## config.mk

```make
export PLATFORM = sky130hd
export DESIGN_NAME = wave_analyzer_mc
export DESIGN_NICKNAME = d
export VERILOG_FILES = /design/src/rtl/wave_analyzer_mc.sv
export SDC_FILE = /design/constraint.sdc
export NUM_CORES = 1
export LEC_CHECK = 0
export ABC_AREA = 1
export BUFFER_PORTS_ARGS = -buffer_cell sky130_fd_sc_hd__buf_2
export CAP_MARGIN = 20
export CORE_ASPECT_RATIO = 0.75
export CORE_MARGIN = 3
export CORE_UTILIZATION = 61
export DETAILED_ROUTE_END_ITERATION = 10
export PLACE_DENSITY = 0.81
export SLEW_MARGIN = 5
export SYNTH_ARGS = -nofsm -noshare
export SYNTH_HDL_FRONTEND = slang
export SYNTH_SLANG_ARGS = --single-unit
export TNS_END_PERCENT = 30
```

## constraint.sdc

```tcl
create_clock -name clk -period 3.4 [get_ports clk]
set_input_delay 0.17 -clock clk [delete_from_list [all_inputs] [get_ports clk]]
set_output_delay 0.17 -clock clk [all_outputs]
set_load 0.02 [all_outputs]
```

## src/rtl/wave_analyzer_mc.sv

```systemverilog
// Multi-channel wave analyzer: per-channel hysteretic zero-crossing period
// averaging, peak magnitude capture, timeout detection and synchronous clear.
module wave_analyzer_mc #(
  parameter int unsigned CH       = 2,
  parameter int unsigned W        = 16,
  parameter int unsigned PW       = 22,
  parameter int unsigned HYST     = 64,
  parameter int unsigned AVG_LOG2 = 2,
  parameter int unsigned TIMEOUT  = 4194303
) (
  input  logic              clk,
  input  logic              rst_n,
  input  logic [CH*W-1:0]   smp_in,
  input  logic              smp_vld,
  input  logic [CH-1:0]     clr,
  output logic [CH*PW-1:0]  freq,
  output logic [CH*W-1:0]   amp,
  output logic [CH-1:0]     vld,
  output logic [CH-1:0]     tmo
);

  localparam int unsigned SW = PW + AVG_LOG2;
  localparam int unsigned NW = AVG_LOG2 + 1;
  localparam logic signed [W-1:0] HYST_POS = W'(HYST);
  localparam logic signed [W-1:0] HYST_NEG = -HYST_POS;
  localparam logic [W-1:0]  SMP_MIN   = {1'b1, {(W-1){1'b0}}};
  localparam logic [W-1:0]  MAG_MAX   = {1'b0, {(W-1){1'b1}}};
  localparam logic [PW-1:0] CNT_SAT   = PW'(TIMEOUT);
  localparam logic [PW-1:0] CNT_LAST  = PW'(TIMEOUT - 1);
  localparam logic [NW-1:0] NPER_LAST = NW'((1 << AVG_LOG2) - 1);

  typedef enum logic [1:0] {S_ARM, S_WAIT, S_MEAS} state_e;
  typedef enum logic       {POL_NEG, POL_POS}      pol_e;

  for (genvar c = 0; c < CH; c++) begin : g_ch
    state_e          state_q, state_d;
    pol_e            pol_q, pol_d;
    logic [PW-1:0]   cnt_q, cnt_d;
    logic [SW-1:0]   sum_q, sum_d;
    logic [W-1:0]    peak_q, peak_d;
    logic [NW-1:0]   nper_q, nper_d;
    logic [PW-1:0]   freq_q, freq_d;
    logic [W-1:0]    amp_q, amp_d;
    logic            vld_q, vld_d;
    logic            tmo_q, tmo_d;

    logic [W-1:0]        raw;
    logic signed [W-1:0] smp;
    logic [W-1:0]        mag, peak_now;
    logic                above, below, rise, done, tout;
    logic [SW-1:0]       sum_nx;

    assign raw = smp_in[c*W +: W];
    assign smp = $signed(raw);

    always_comb begin
      if (!raw[W-1])           mag = raw;
      else if (raw == SMP_MIN) mag = MAG_MAX;
      else                     mag = ~raw + W'(1);
    end

    assign above    = smp_vld && (smp > HYST_POS);
    assign below    = smp_vld && (smp < HYST_NEG);
    assign rise     = above && (pol_q == POL_NEG) && (state_q != S_ARM);
    assign done     = (state_q == S_MEAS) && rise && (nper_q == NPER_LAST);
    // cnt_q holds elapsed-1, so TIMEOUT-1 here means a full TIMEOUT-cycle period passed
    assign tout     = (state_q == S_MEAS) && !rise && (cnt_q >= CNT_LAST);
    assign peak_now = (smp_vld && (mag > peak_q)) ? mag : peak_q;
    assign sum_nx   = sum_q + SW'(cnt_q) + SW'(1);

    always_ff @(posedge clk) begin
      if (!rst_n) begin
        state_q <= S_ARM;
        pol_q   <= POL_NEG;
        cnt_q   <= '0;
        sum_q   <= '0;
        peak_q  <= '0;
        nper_q  <= '0;
        freq_q  <= '0;
        amp_q   <= '0;
        vld_q   <= 1'b0;
        tmo_q   <= 1'b0;
      end else begin
        state_q <= state_d;
        pol_q   <= pol_d;
        cnt_q   <= cnt_d;
        sum_q   <= sum_d;
        peak_q  <= peak_d;
        nper_q  <= nper_d;
        freq_q  <= freq_d;
        amp_q   <= amp_d;
        vld_q   <= vld_d;
        tmo_q   <= tmo_d;
      end
    end

    always_comb begin
      state_d = state_q;
      unique case (state_q)
        S_ARM:   if (above || below) state_d = S_WAIT;
        S_WAIT:  if (rise) state_d = S_MEAS;
        S_MEAS:  if (tout) state_d = S_ARM;
        default: state_d = S_ARM;
      endcase
      if (clr[c]) state_d = S_ARM;
    end

    always_comb begin
      pol_d  = above ? POL_POS : (below ? POL_NEG : pol_q);
      cnt_d  = cnt_q;
      sum_d  = sum_q;
      peak_d = peak_q;
      nper_d = nper_q;
      freq_d = freq_q;
      amp_d  = amp_q;
      vld_d  = 1'b0;
      tmo_d  = tmo_q;
      case (state_q)
        S_WAIT: begin
          if (rise) begin
            cnt_d  = '0;
            sum_d  = '0;
            peak_d = '0;
            nper_d = '0;
          end
        end
        S_MEAS: begin
          cnt_d  = (cnt_q == CNT_SAT) ? cnt_q : cnt_q + PW'(1);
          peak_d = peak_now;
          if (done) begin
            freq_d = PW'(sum_nx >> AVG_LOG2);
            amp_d  = peak_now;
            vld_d  = 1'b1;
            cnt_d  = '0;
            sum_d  = '0;
            peak_d = '0;
            nper_d = '0;
          end else if (rise) begin
            sum_d  = sum_nx;
            nper_d = nper_q + NW'(1);
            cnt_d  = '0;
          end else if (tout) begin
            freq_d = '1;
            amp_d  = peak_now;
            vld_d  = 1'b1;
            tmo_d  = 1'b1;
            cnt_d  = '0;
            sum_d  = '0;
            peak_d = '0;
            nper_d = '0;
          end
        end
        default: ;
      endcase
      if (clr[c]) begin
        pol_d  = POL_NEG;
        cnt_d  = '0;
        sum_d  = '0;
        peak_d = '0;
        nper_d = '0;
        freq_d = '0;
        amp_d  = '0;
        vld_d  = 1'b0;
        tmo_d  = 1'b0;
      end
    end

    assign freq[c*PW +: PW] = freq_q;
    assign amp[c*W +: W]    = amp_q;
    assign vld[c]           = vld_q;
    assign tmo[c]           = tmo_q;
  end

endmodule

```

==> out/results.tsv <==
metric	value	unit
status	finished clean	
pwr-share-comb	0.151	
clkLatencyLatePin	0.52	ns
timing.final.ws_setup	0.447	ns
p_int	4190	uW
hold_buffers	0	
slowest_delay	0.73	ns
register_area	4320	um^2
post_cts_resized	0	
ys_seq_area_frac	0.293	
yosysUniqueCellTypes	46	
synthCells	2333	
crit_slowest_cell	nor2_1	
core-area	23400	um^2
syn-num-nets	2468	
clock_sinks	216	
async_reset_ff_frac	0	
portBuffers	116	
first_global_vias	13988	
clockBufferDepth	3	
ff2ff_path_depth	12	
drtPass1Iterations	5	
worst_clock_skew	0.00905	ns
power_frac_clock	0.411	
drt_iter0_markers	1437	
num_io_pins	117	
synth-xor-area-share	0.0357	
power_leakage	0.00753	uW
switching_share	0.296	
gr-total-overflow	0	
grt_pass1_wl	69500	um
grt_antenna_before_repair	0	
grt_max_degree	61	
routed_wl	42700	um
viasPerCell	5.65	
finalCritPeriodShare	0.869	
gp_congestion	0.981	
drtAntennaViolNets	0	
synth-compound-area-share	0.111	
drv_slew	0	
ys_seq_elements	216	
multi_input_area	9020	um^2
cts_setup_buffers	0	
fillers	2085	
synth_top_area_share	0.293	
crit_type	flip-flop to flip-flop	
tritoncts	yes	
fp-row-count	48	
rsz0062_at_grt	no	
nNetsFinal	2552	
cts_buffers	23	
max_freq	339	MHz
place_ws	0.332	ns
synth_edf_count	0	
reg2reg_slack	0.45	ns
min-delay-start	smp_vld	
max-vdd-ir-drop	0.000433	V
timing.hold.ws	0.113	ns
p_seq_frac	0.438	
synthAdderAreaFrac	0.0842	
die_area	26100	um^2
worstSetupStartpointType	flip-flop	
p_switching	1760	uW
final_common_cell	nand2_1	
finalSetupViolations	0	
hold_viol_final	0	
cp.arrival	3.41	ns
min_path_cells	5	
drive_gt1_frac	0.0963	
drc	0	
path_cells	nand2_1 > nor2_2 > nand3_1 > nor2_1 > nand2_1 > nand2_1 > inv_2 > nand3_2 > inv_1 > nor2_1 > nand4_1 > nand2_1	
clk_pin_slew	0.07	ns
grtUsageTotal	0.320	
synthMuxAreaShare	0	
synth_top_family_by_area	simple AND/OR/NAND/NOR gates	
vias	15416	
avgRoutedWirePerCell	15.6	um
hp-class	primary input to flip-flop	
synth-simple-area-share	0.381	
initial_core_util	0.631	
yosysWarnings	0	
syn_to_final_growth	9.50	%
r2r-end	g_ch[1].sum_q[7]$_SDFFE_PP0P_	
endpoint_kind	flip-flop	
diodes	0	
crit_required	3.86	ns
drv_cap	0	
slew_headroom	0.375	
synth_area_leaders	dfxtp_1, nand2_1, nor2_1, ha_1, nand3_1	
dp_hpwl	31500	um
worst_slew_pin_slew	0.934	ns
power-per-cell-area	369	nW/um^2
min_to	g_ch[1].pol_q$_SDFFE_PP0P_	
period_needed	2.95	ns
cts-root-buf	clkbuf_16	
die-width	185	um
yosysTopAreaCell	dfxtp_1	
crit_path_frequent_cell	nand2_1	
netlist_area	14700	um^2
htreeDepth	1	
tns	0	ns
final_cell_mix	nand2_1, nor2_1, inv_1	
reg2reg_from	g_ch[1].cnt_q[2]$_SDFFE_PP0P_	
die_h	141	um
fin_util	0.691	
critical_path_peak_fanout	15	
ys.flop_type	dfxtp_1	
avgSynthCellArea	6.32	um^2
==> synthesized netlist by cell type, drive strengths merged, types with 3 or more instances <==
library cell	instances
o21bai	9
dfxtp	216
inv	238
nand4	57
nand3b	9
xnor2	9
xor2	51
o21ai	119
or2	3
a21oi	174
a21boi	3
nor3	34
nor2	357
clkbuf	32
buf	54
nand3	204
nand2	651
ha	96
==> metal layers <==
layer  up-vias  track usage  share of wire
met5         -            0              0
met4         0       0.0647          0.019
met3        53       0.0604          0.099
met2       656        0.474           0.41
met1      7017        0.486           0.47
li1       7690            -              -
==> critical path: cells and delay by family (launching register included) <==
family        cells  cell delay [ns]
simple gates     10             2.12
buf+inv           2             0.31
flops             1             0.46
==> power groups by stage <==
| stage | Sequential (uW) | Clock (uW) | Combinational [uW] |
|---|---|---|---|
| 4_1_cts | 2610 | 2470 | 885 |
| 3_3_place_gp | 2660 | 0 | 859 |
| 6_report | 2610 | 2450 | 901 |
| 3_5_place_dp | 2670 | 0 | 878 |
| 2_1_floorplan | 2650 | 0 | 666 |
| 5_1_grt | 2610 | 2560 | 1000 |
==> sequential cells by signal, indices dropped and copies added, names as in the netlist <==
signal / cells
g_ch.peak_q: 32
g_ch.sum_q: 48
g_ch.nper_q: 6
g_ch.vld_q: 2
g_ch.amp_q: 32
g_ch.state_q: 4
g_ch.pol_q: 2
g_ch.freq_q: 44
g_ch.cnt_q: 44
g_ch.tmo_q: 2
==> cell type report <==
| cell class | instances | share of cell area |
|---|---|---|
| clock buffers | 26 | 0.0376 |
| clock inverters | 12 | 0.00605 |
| inverters | 240 | 0.0559 |
| multi-input cells | 1791 | 0.559 |
| flip-flops and latches | 216 | 0.268 |
| well taps | 300 | 0.0233 |
| repair buffers | 145 | 0.0502 |
==> stage by stage <==
step                      total power [uW]  cell area, um^2  cells
after floorplan                       3320            14700   2333
after global placement                3520            15400   2692
after detailed placement              3540            15400   2692
after CTS                             5970            16100   2730
after global routing                  6180            16100   2730
final                                 5960            16100   2730
==> kinds of logic (layout without fill, tap and decap cells) <==
logic type,Yosys count,in the layout
buffers and inverters,326,423
adders and majority gates,98,98
AOI/OAI and AO/OA,311,311
DFF,216,216
xor gates and xnor gates,60,60
and+or+nand+nor,1322,1322
==> worst max-delay path by stage <==
stage,from,to,slack (ns)
after floorplan,smp_in[0],g_ch[0].amp_q[4]$_SDFFE_PP0P_,0.48
after global placement,smp_in[0],g_ch[0].peak_q[1]$_SDFFE_PP0P_,0.38
after detailed placement,smp_in[0],g_ch[0].peak_q[3]$_SDFFE_PP0P_,0.33
after CTS,g_ch[1].cnt_q[3]$_SDFFE_PP0P_,g_ch[1].sum_q[7]$_SDFFE_PP0P_,0.56
after global routing,g_ch[1].cnt_q[12]$_SDFFE_PP0P_,g_ch[1].sum_q[11]$_SDFFE_PP0P_,0.22
final,g_ch[1].cnt_q[2]$_SDFFE_PP0P_,g_ch[1].sum_q[7]$_SDFFE_PP0P_,0.45
No activity file was read; power rests on OpenSTA's default activity.
